File: config.mk
export PLATFORM = sky130hd
export DESIGN_NAME = datapath_unit
export DESIGN_NICKNAME = d
export VERILOG_FILES = /design/src/rtl/datapath_unit_pkg.sv /design/src/rtl/datapath_alu.sv /design/src/rtl/datapath_unit.sv
export SDC_FILE = /design/constraint.sdc
export NUM_CORES = 1
export LEC_CHECK = 0
export ABC_AREA = 1
export CAP_MARGIN = 20
export CORE_MARGIN = 4
export CORE_UTILIZATION = 40
export CTS_BUF_LIST = sky130_fd_sc_hd__clkbuf_4
export DETAILED_ROUTE_END_ITERATION = 10
export SYNTH_ARGS = -nofsm -noshare
export SYNTH_HDL_FRONTEND = slang
export SYNTH_HIERARCHICAL = 1
export SYNTH_SLANG_ARGS = --single-unit
export TNS_END_PERCENT = 1
File: constraint.sdc
create_clock -name clk -period 52.9 [get_ports clk]
set_input_delay 7.935 -clock clk [delete_from_list [all_inputs] [get_ports clk]]
set_output_delay 7.935 -clock clk [all_outputs]
set_load 0.02 [all_outputs]
File: src/rtl/datapath_unit_pkg.sv
// Shared encodings for the datapath and its control unit.
// Covers ALU ops, bus sources, pointer selects, memory commands and register indices.
package datapath_unit_pkg;

  typedef enum logic [2:0] {
    ALU_NONE = 3'd0,
    ALU_ADD  = 3'd1,
    ALU_MUL  = 3'd2,
    ALU_DIV  = 3'd3,
    ALU_MOD  = 3'd4
  } alu_op_e;

  typedef enum logic [3:0] {
    BUS_MEMOUT = 4'd0,
    BUS_AC     = 4'd1,
    BUS_ADDR   = 4'd2,
    BUS_MULR   = 4'd3,
    BUS_MV     = 4'd4,
    BUS_WV     = 4'd5,
    BUS_CID    = 4'd6,
    BUS_RP     = 4'd7,
    BUS_CP     = 4'd8
  } bus_sel_e;

  typedef enum logic [1:0] {
    PTR_GSP = 2'd0,
    PTR_RP  = 2'd1,
    PTR_CP  = 2'd2,
    PTR_STP = 2'd3
  } ptr_sel_e;

  typedef enum logic [1:0] {
    MEM_IDLE  = 2'd0,
    MEM_READ  = 2'd1,
    MEM_WRITE = 2'd2
  } mem_cmd_e;

  localparam int NUM_REGS = 14;
  localparam int REG_PC   = 0;
  localparam int REG_IR   = 1;
  localparam int REG_GSP  = 2;
  localparam int REG_RP   = 3;
  localparam int REG_CP   = 4;
  localparam int REG_STP  = 5;
  localparam int REG_CID  = 6;
  localparam int REG_EOPC = 7;
  localparam int REG_MC   = 8;
  localparam int REG_MV   = 9;
  localparam int REG_WV   = 10;
  localparam int REG_MULR = 11;
  localparam int REG_ADDR = 12;
  localparam int REG_AC   = 13;

endpackage

File: src/rtl/datapath_alu.sv
// Combinational ALU: AC op bus. Division by zero suppresses the AC write and flags it.
module datapath_alu
  import datapath_unit_pkg::*;
#(
  parameter int DW = 16
) (
  input  logic [2:0]    op,
  input  logic [DW-1:0] a,
  input  logic [DW-1:0] b,
  output logic [DW-1:0] result,
  output logic          we,
  output logic          div_zero
);

  always_comb begin
    result   = '0;
    we       = 1'b0;
    div_zero = 1'b0;
    case (op)
      ALU_ADD: begin
        result = a + b;
        we     = 1'b1;
      end
      ALU_MUL: begin
        result = a * b;
        we     = 1'b1;
      end
      ALU_DIV: begin
        if (b == '0) div_zero = 1'b1;
        else begin
          result = a / b;
          we     = 1'b1;
        end
      end
      ALU_MOD: begin
        if (b == '0) div_zero = 1'b1;
        else begin
          result = a % b;
          we     = 1'b1;
        end
      end
      default: ;
    endcase
  end

endmodule

File: src/rtl/datapath_unit.sv
// Datapath: 14-register file, bus mux, memory interface, ALU and status flags.
// Strobes come from a falling-edge control unit and are used directly.
module datapath_unit
  import datapath_unit_pkg::*;
#(
  parameter int DW = 16,
  parameter int AW = 16
) (
  input  logic          clk,
  input  logic          rst_n,
  input  logic [2:0]    ALU_OP,
  input  logic [3:0]    Bus_Select,
  input  logic [1:0]    PCtrl,
  input  logic [13:0]   WRT_en,
  input  logic [13:0]   INC_en,
  input  logic [13:0]   RST_en,
  input  logic [1:0]    MEMCtrl,
  output logic [AW-1:0] mem_addr,
  output logic [DW-1:0] mem_wdata,
  output logic          mem_we,
  input  logic [DW-1:0] mem_rdata,
  output logic          mem_re,
  output logic [7:0]    INS,
  output logic          Z1,
  output logic          Z2,
  output logic          div_zero
);

  logic [DW-1:0] regs      [NUM_REGS];
  logic [DW-1:0] regs_next [NUM_REGS];
  logic [DW-1:0] memout;
  logic [DW-1:0] bus;
  logic [DW-1:0] ptr;
  logic [DW-1:0] alu_res;
  logic          alu_we;
  logic          alu_dz;
  logic          rd_pending;
  logic [7:0]    ir_inc;

  always_comb begin
    bus = '0;
    case (Bus_Select)
      BUS_MEMOUT: bus = memout;
      BUS_AC:     bus = regs[REG_AC];
      BUS_ADDR:   bus = regs[REG_ADDR];
      BUS_MULR:   bus = regs[REG_MULR];
      BUS_MV:     bus = regs[REG_MV];
      BUS_WV:     bus = regs[REG_WV];
      BUS_CID:    bus = regs[REG_CID];
      BUS_RP:     bus = regs[REG_RP];
      BUS_CP:     bus = regs[REG_CP];
      default:    bus = '0;
    endcase
  end

  always_comb begin
    ptr = regs[REG_GSP];
    case (PCtrl)
      PTR_GSP: ptr = regs[REG_GSP];
      PTR_RP:  ptr = regs[REG_RP];
      PTR_CP:  ptr = regs[REG_CP];
      PTR_STP: ptr = regs[REG_STP];
      default: ptr = regs[REG_GSP];
    endcase
  end

  assign mem_addr  = AW'(ptr);
  assign mem_wdata = bus;
  assign mem_re    = (MEMCtrl == MEM_READ);
  assign mem_we    = (MEMCtrl == MEM_WRITE);
  assign INS       = regs[REG_IR][7:0];

  datapath_alu #(.DW(DW)) u_alu (
    .op       (ALU_OP),
    .a        (regs[REG_AC]),
    .b        (bus),
    .result   (alu_res),
    .we       (alu_we),
    .div_zero (alu_dz)
  );

  // IR is only 8 bits wide, so its increment wraps at 256
  assign ir_inc = regs[REG_IR][7:0] + 8'd1;

  always_comb begin
    for (int i = 0; i < NUM_REGS; i++) begin
      regs_next[i] = regs[i];
      if (RST_en[i])
        regs_next[i] = '0;
      else if (i == REG_AC && alu_we)
        regs_next[i] = alu_res;
      else if (WRT_en[i])
        regs_next[i] = (i == REG_IR) ? {{(DW-8){1'b0}}, bus[7:0]} : bus;
      else if (INC_en[i])
        regs_next[i] = (i == REG_IR) ? {{(DW-8){1'b0}}, ir_inc} : regs[i] + DW'(1);
    end
  end

  always_ff @(posedge clk) begin
    if (!rst_n) begin
      for (int i = 0; i < NUM_REGS; i++) regs[i] <= '0;
      memout     <= '0;
      rd_pending <= 1'b0;
      div_zero   <= 1'b0;
      Z1         <= 1'b1;
      Z2         <= 1'b1;
    end else begin
      for (int i = 0; i < NUM_REGS; i++) regs[i] <= regs_next[i];
      rd_pending <= mem_re;
      if (rd_pending) memout <= mem_rdata;
      div_zero   <= alu_dz;
      Z1         <= (regs_next[REG_AC] == '0);
      Z2         <= (regs_next[REG_MC] == regs_next[REG_EOPC]);
    end
  end

endmodule

==> out/results.ini <==
[global_routing]
grt_use_total_pct = 25.3
grt_max_degree = 37
grt_pass1_wl_mm = 150
antenna_found_initial = 4
grt_overflow_total = 0
grt_pass1_vias = 27326

[logic_synthesis]
yosysWarnings = 6
synth-simple-area-share_pct = 36.5
syn-cell-area_um2 = 27800
synth_top_area_cell = dfxtp_1
muxShareOfSynthArea_pct = 0.0811
synth-async-reset-ratio_pct = 0
syn_inst = 4558
synth_edf_count = 0
ys_ff_latch = 220
synthAdderAreaFrac_pct = 15.7
synth_ff_type = dfxtp_1
synth_xor_area_share_pct = 5.01
syn_area_per_cell_um2 = 6.09
synth.area.top_cells = dfxtp_1 (16%), nand2_1 (16%), inv_1 (10%)
synth_top_family_by_area = simple AND/OR/NAND/NOR gates
synth_compound_area_share_pct = 13.7
synth.distinct_cells = 66
synth_top_area_share_pct = 15.9
synth_nets = 4928
yosysSeqAreaShare_pct = 15.9

[worst_setup_path]
cpMostUsedCell = nand2_1
r2r_end = Z1
crit_path_end_kind = flip-flop
reg2reg_from = regs[1][95]
critPathKind = input port to flip-flop
cp-start-kind = input port
worstPathRequired_ns = 53.63
cpPeakStageDelay_ns = 0.63
reg2regPathDepth = 229
cp_max_fo = 28
cp_data_arrival_time_ns = 40.24
r2r_slack_ns = 21.47
critical-path-slowest-cell = clkdlybuf4s50_1

[clocking]
tritoncts = built
cts_resized = 0
clockBufferDepth = 3
cts_sinks = 220
cts_buffers = 60
cts-root-buf = clkbuf_4
htreeDepth = 2
cts_setup_buffers = 0
clk_pin_slew_ns = 0.07
clock_latency_ns = 0.79
holdBufCountCts = 0

[route]
wl_per_cell_um = 17.2
ant_nets = 0
totalWireLength_mm = 96.4
drt-initial-drc-count = 2324
vias = 29263
avgViaCountPerCell = 5.23
drc_errors = 0
dr.pass1.iters = 6

[worst_hold_path]
whs_path_depth = 2
hold_path_class = flip-flop to flip-flop
min_from = regs[1][63]
holdPathEnd = regs[1][63]

[die]
die_w_um = 272
die_h_um = 272
num_rows = 96
start_util_pct = 40.4
dieArea_um2 = 73700
ios = 116
coreArea_um2 = 68700

[timing]
slew_viol_final = 0
rsz0062_at_grt = false
tns_ns = 0
hold_viol = 0
setup_violations = 0
tightest_slew_ns = 0.976
timing.final.ws_setup_ns = 13.39
hold-worst-slack_ns = 0.499
max_slew_margin_pct = 34.7
finalCritPeriodShare_pct = 74.7
fmax_mhz = 25.3
min_period_ns = 39.51
skew_ns = 0.0430

[flow_run]
drv_cap = 0

[placement]
portBuffers = 112
hpwlAfterDp_mm = 71.7
place_congestion = 0.929
pre_cts_ws_ns = 12.70

[finish]
regArea_um2 = 4400
multiInputGateArea_um2 = 19700
fill_cells = 7507
layout.nets = 4997
syn_to_final_growth_pct = 9.46
drive_above_1_share_pct = 6.88

[outcome]
status = completed

## placed cells by master, fill, tap and decap left out, types with 10 or more instances in the layout
cell type | netlist | layout
a211oi_1 | 23 | 23
a21oi_1 | 183 | 183
a221oi_1 | 12 | 12
a22oi_1 | 19 | 19
a31oi_1 | 29 | 29
and2_1 | 22 | 22
buf_4 | 24 | 50
clkbuf_4 | 0 | 81
clkdlybuf4s50_1 | 0 | 112
clkinv_1 | 12 | 29
dfxtp_1 | 220 | 220
fa_1 | 82 | 82
ha_1 | 217 | 217
inv_1 | 737 | 736
inv_2 | 11 | 13
nand2_1 | 1155 | 1153
nand2_2 | 44 | 46
nand3_1 | 450 | 449
nand3_2 | 15 | 16
nand3b_1 | 10 | 10
nand4_1 | 44 | 44
nor2_1 | 436 | 436
nor2_2 | 18 | 18
nor3_1 | 52 | 52
nor4_1 | 16 | 16
o2111ai_1 | 20 | 20
o211ai_1 | 35 | 35
o21ai_0 | 194 | 193
o21ai_1 | 21 | 22
o21ai_2 | 11 | 11
o21bai_1 | 11 | 11
o221ai_1 | 12 | 12
o22ai_1 | 16 | 16
or2_2 | 49 | 49
xnor2_1 | 76 | 76
xor2_1 | 83 | 83
## sequential cells by signal, indices dropped and copies added (netlist names)
signal	count
regs	200
memout	16
Z1	1
Z2	1
div_zero	1
rd_pending	1
## cells in the mapped netlist (all sizes together) (6+ instances only)
master   number
nand4        44
nand2      1206
or2          51
o21ai       227
fa           82
nand3       465
o211ai       35
a221oi       12
a21o          7
o2111ai      20
clkinv       15
clkbuf       89
a22oi        19
dfxtp       220
o21bai       15
a211oi       23
xor2         83
inv         749
o221ai       12
nor2        460
buf          66
o31ai         6
a21oi       186
nand3b       10
ha          217
a31oi        29
nor3         57
xnor2        76
nor4         17
and2         22
o22ai        16
## layer usage
| layer | vias to the layer above | track usage [%] | share of wire (%) | routed length [µm] |
|---|---|---|---|---|
| li1 | 14816 | - | - | - |
| met1 | 13358 | 33.0 | 44 | 42300 |
| met2 | 897 | 42.9 | 46 | 44100 |
| met3 | 188 | 3.85 | 6.9 | 6610 |
| met4 | 4 | 8.20 | 3.5 | 3420 |
| met5 | - | 0 | 0.028 | 27 |
## kinds of logic after synthesis
family / after synthesis
AOI/OAI and AO/OA: 626
DFF: 220
muxes: 1
buffers and inverters: 919
and+or+nand+nor: 2334
xor gates and xnor gates: 159
adders and majority gates: 299
## how the worst max path moves through the flow
stage,startpoint,to,slack (ns),depth (start not counted)
final,Bus_Select[0],Z1,13.39,234
after global routing,Bus_Select[0],Z1,9.94,232
after CTS,Bus_Select[0],Z1,13.42,233
after detailed placement,Bus_Select[0],Z1,12.70,233
after global placement,Bus_Select[0],Z1,12.98,233
after floorplan,Bus_Select[2],Z1,20.23,231
## cell type report
cell class / instances / share of cell area [%]
flip-flops and latches: 220 / 14.5
diodes: 3 / 0.0247
repair buffers: 162 / 4.92
clock inverters: 20 / 0.346
well taps: 931 / 3.83
multi-input cells: 3419 / 64.9
clock buffers: 81 / 2.00
inverters: 764 / 9.45
## worst max-delay path, delay by kind of cell
family                     cells  cell delay [ns]
AOI/OAI and AO/OA             45             7.38
adders and majority gates     15             4.69
buffers and inverters         31             5.52
and+or+nand+nor              143            14.52
## through the flow
| step | instances | utilization [%] | area (µm²) |
|---|---|---|---|
| 3_3_place_gp | 5496 | 43.2 | 29700 |
| 4_1_cts | 5597 | 44.2 | 30400 |
| 2_1_floorplan | 4558 | - | 27800 |
| 6_report | 5600 | 44.3 | 30400 |
| 5_1_grt | 5598 | 44.3 | 30400 |
| 3_5_place_dp | 5496 | 43.2 | 29700 |
Power is left out: the tool's default activity adds up to more than one toggle a clock period on the data nets, which glitch-free logic cannot reach.
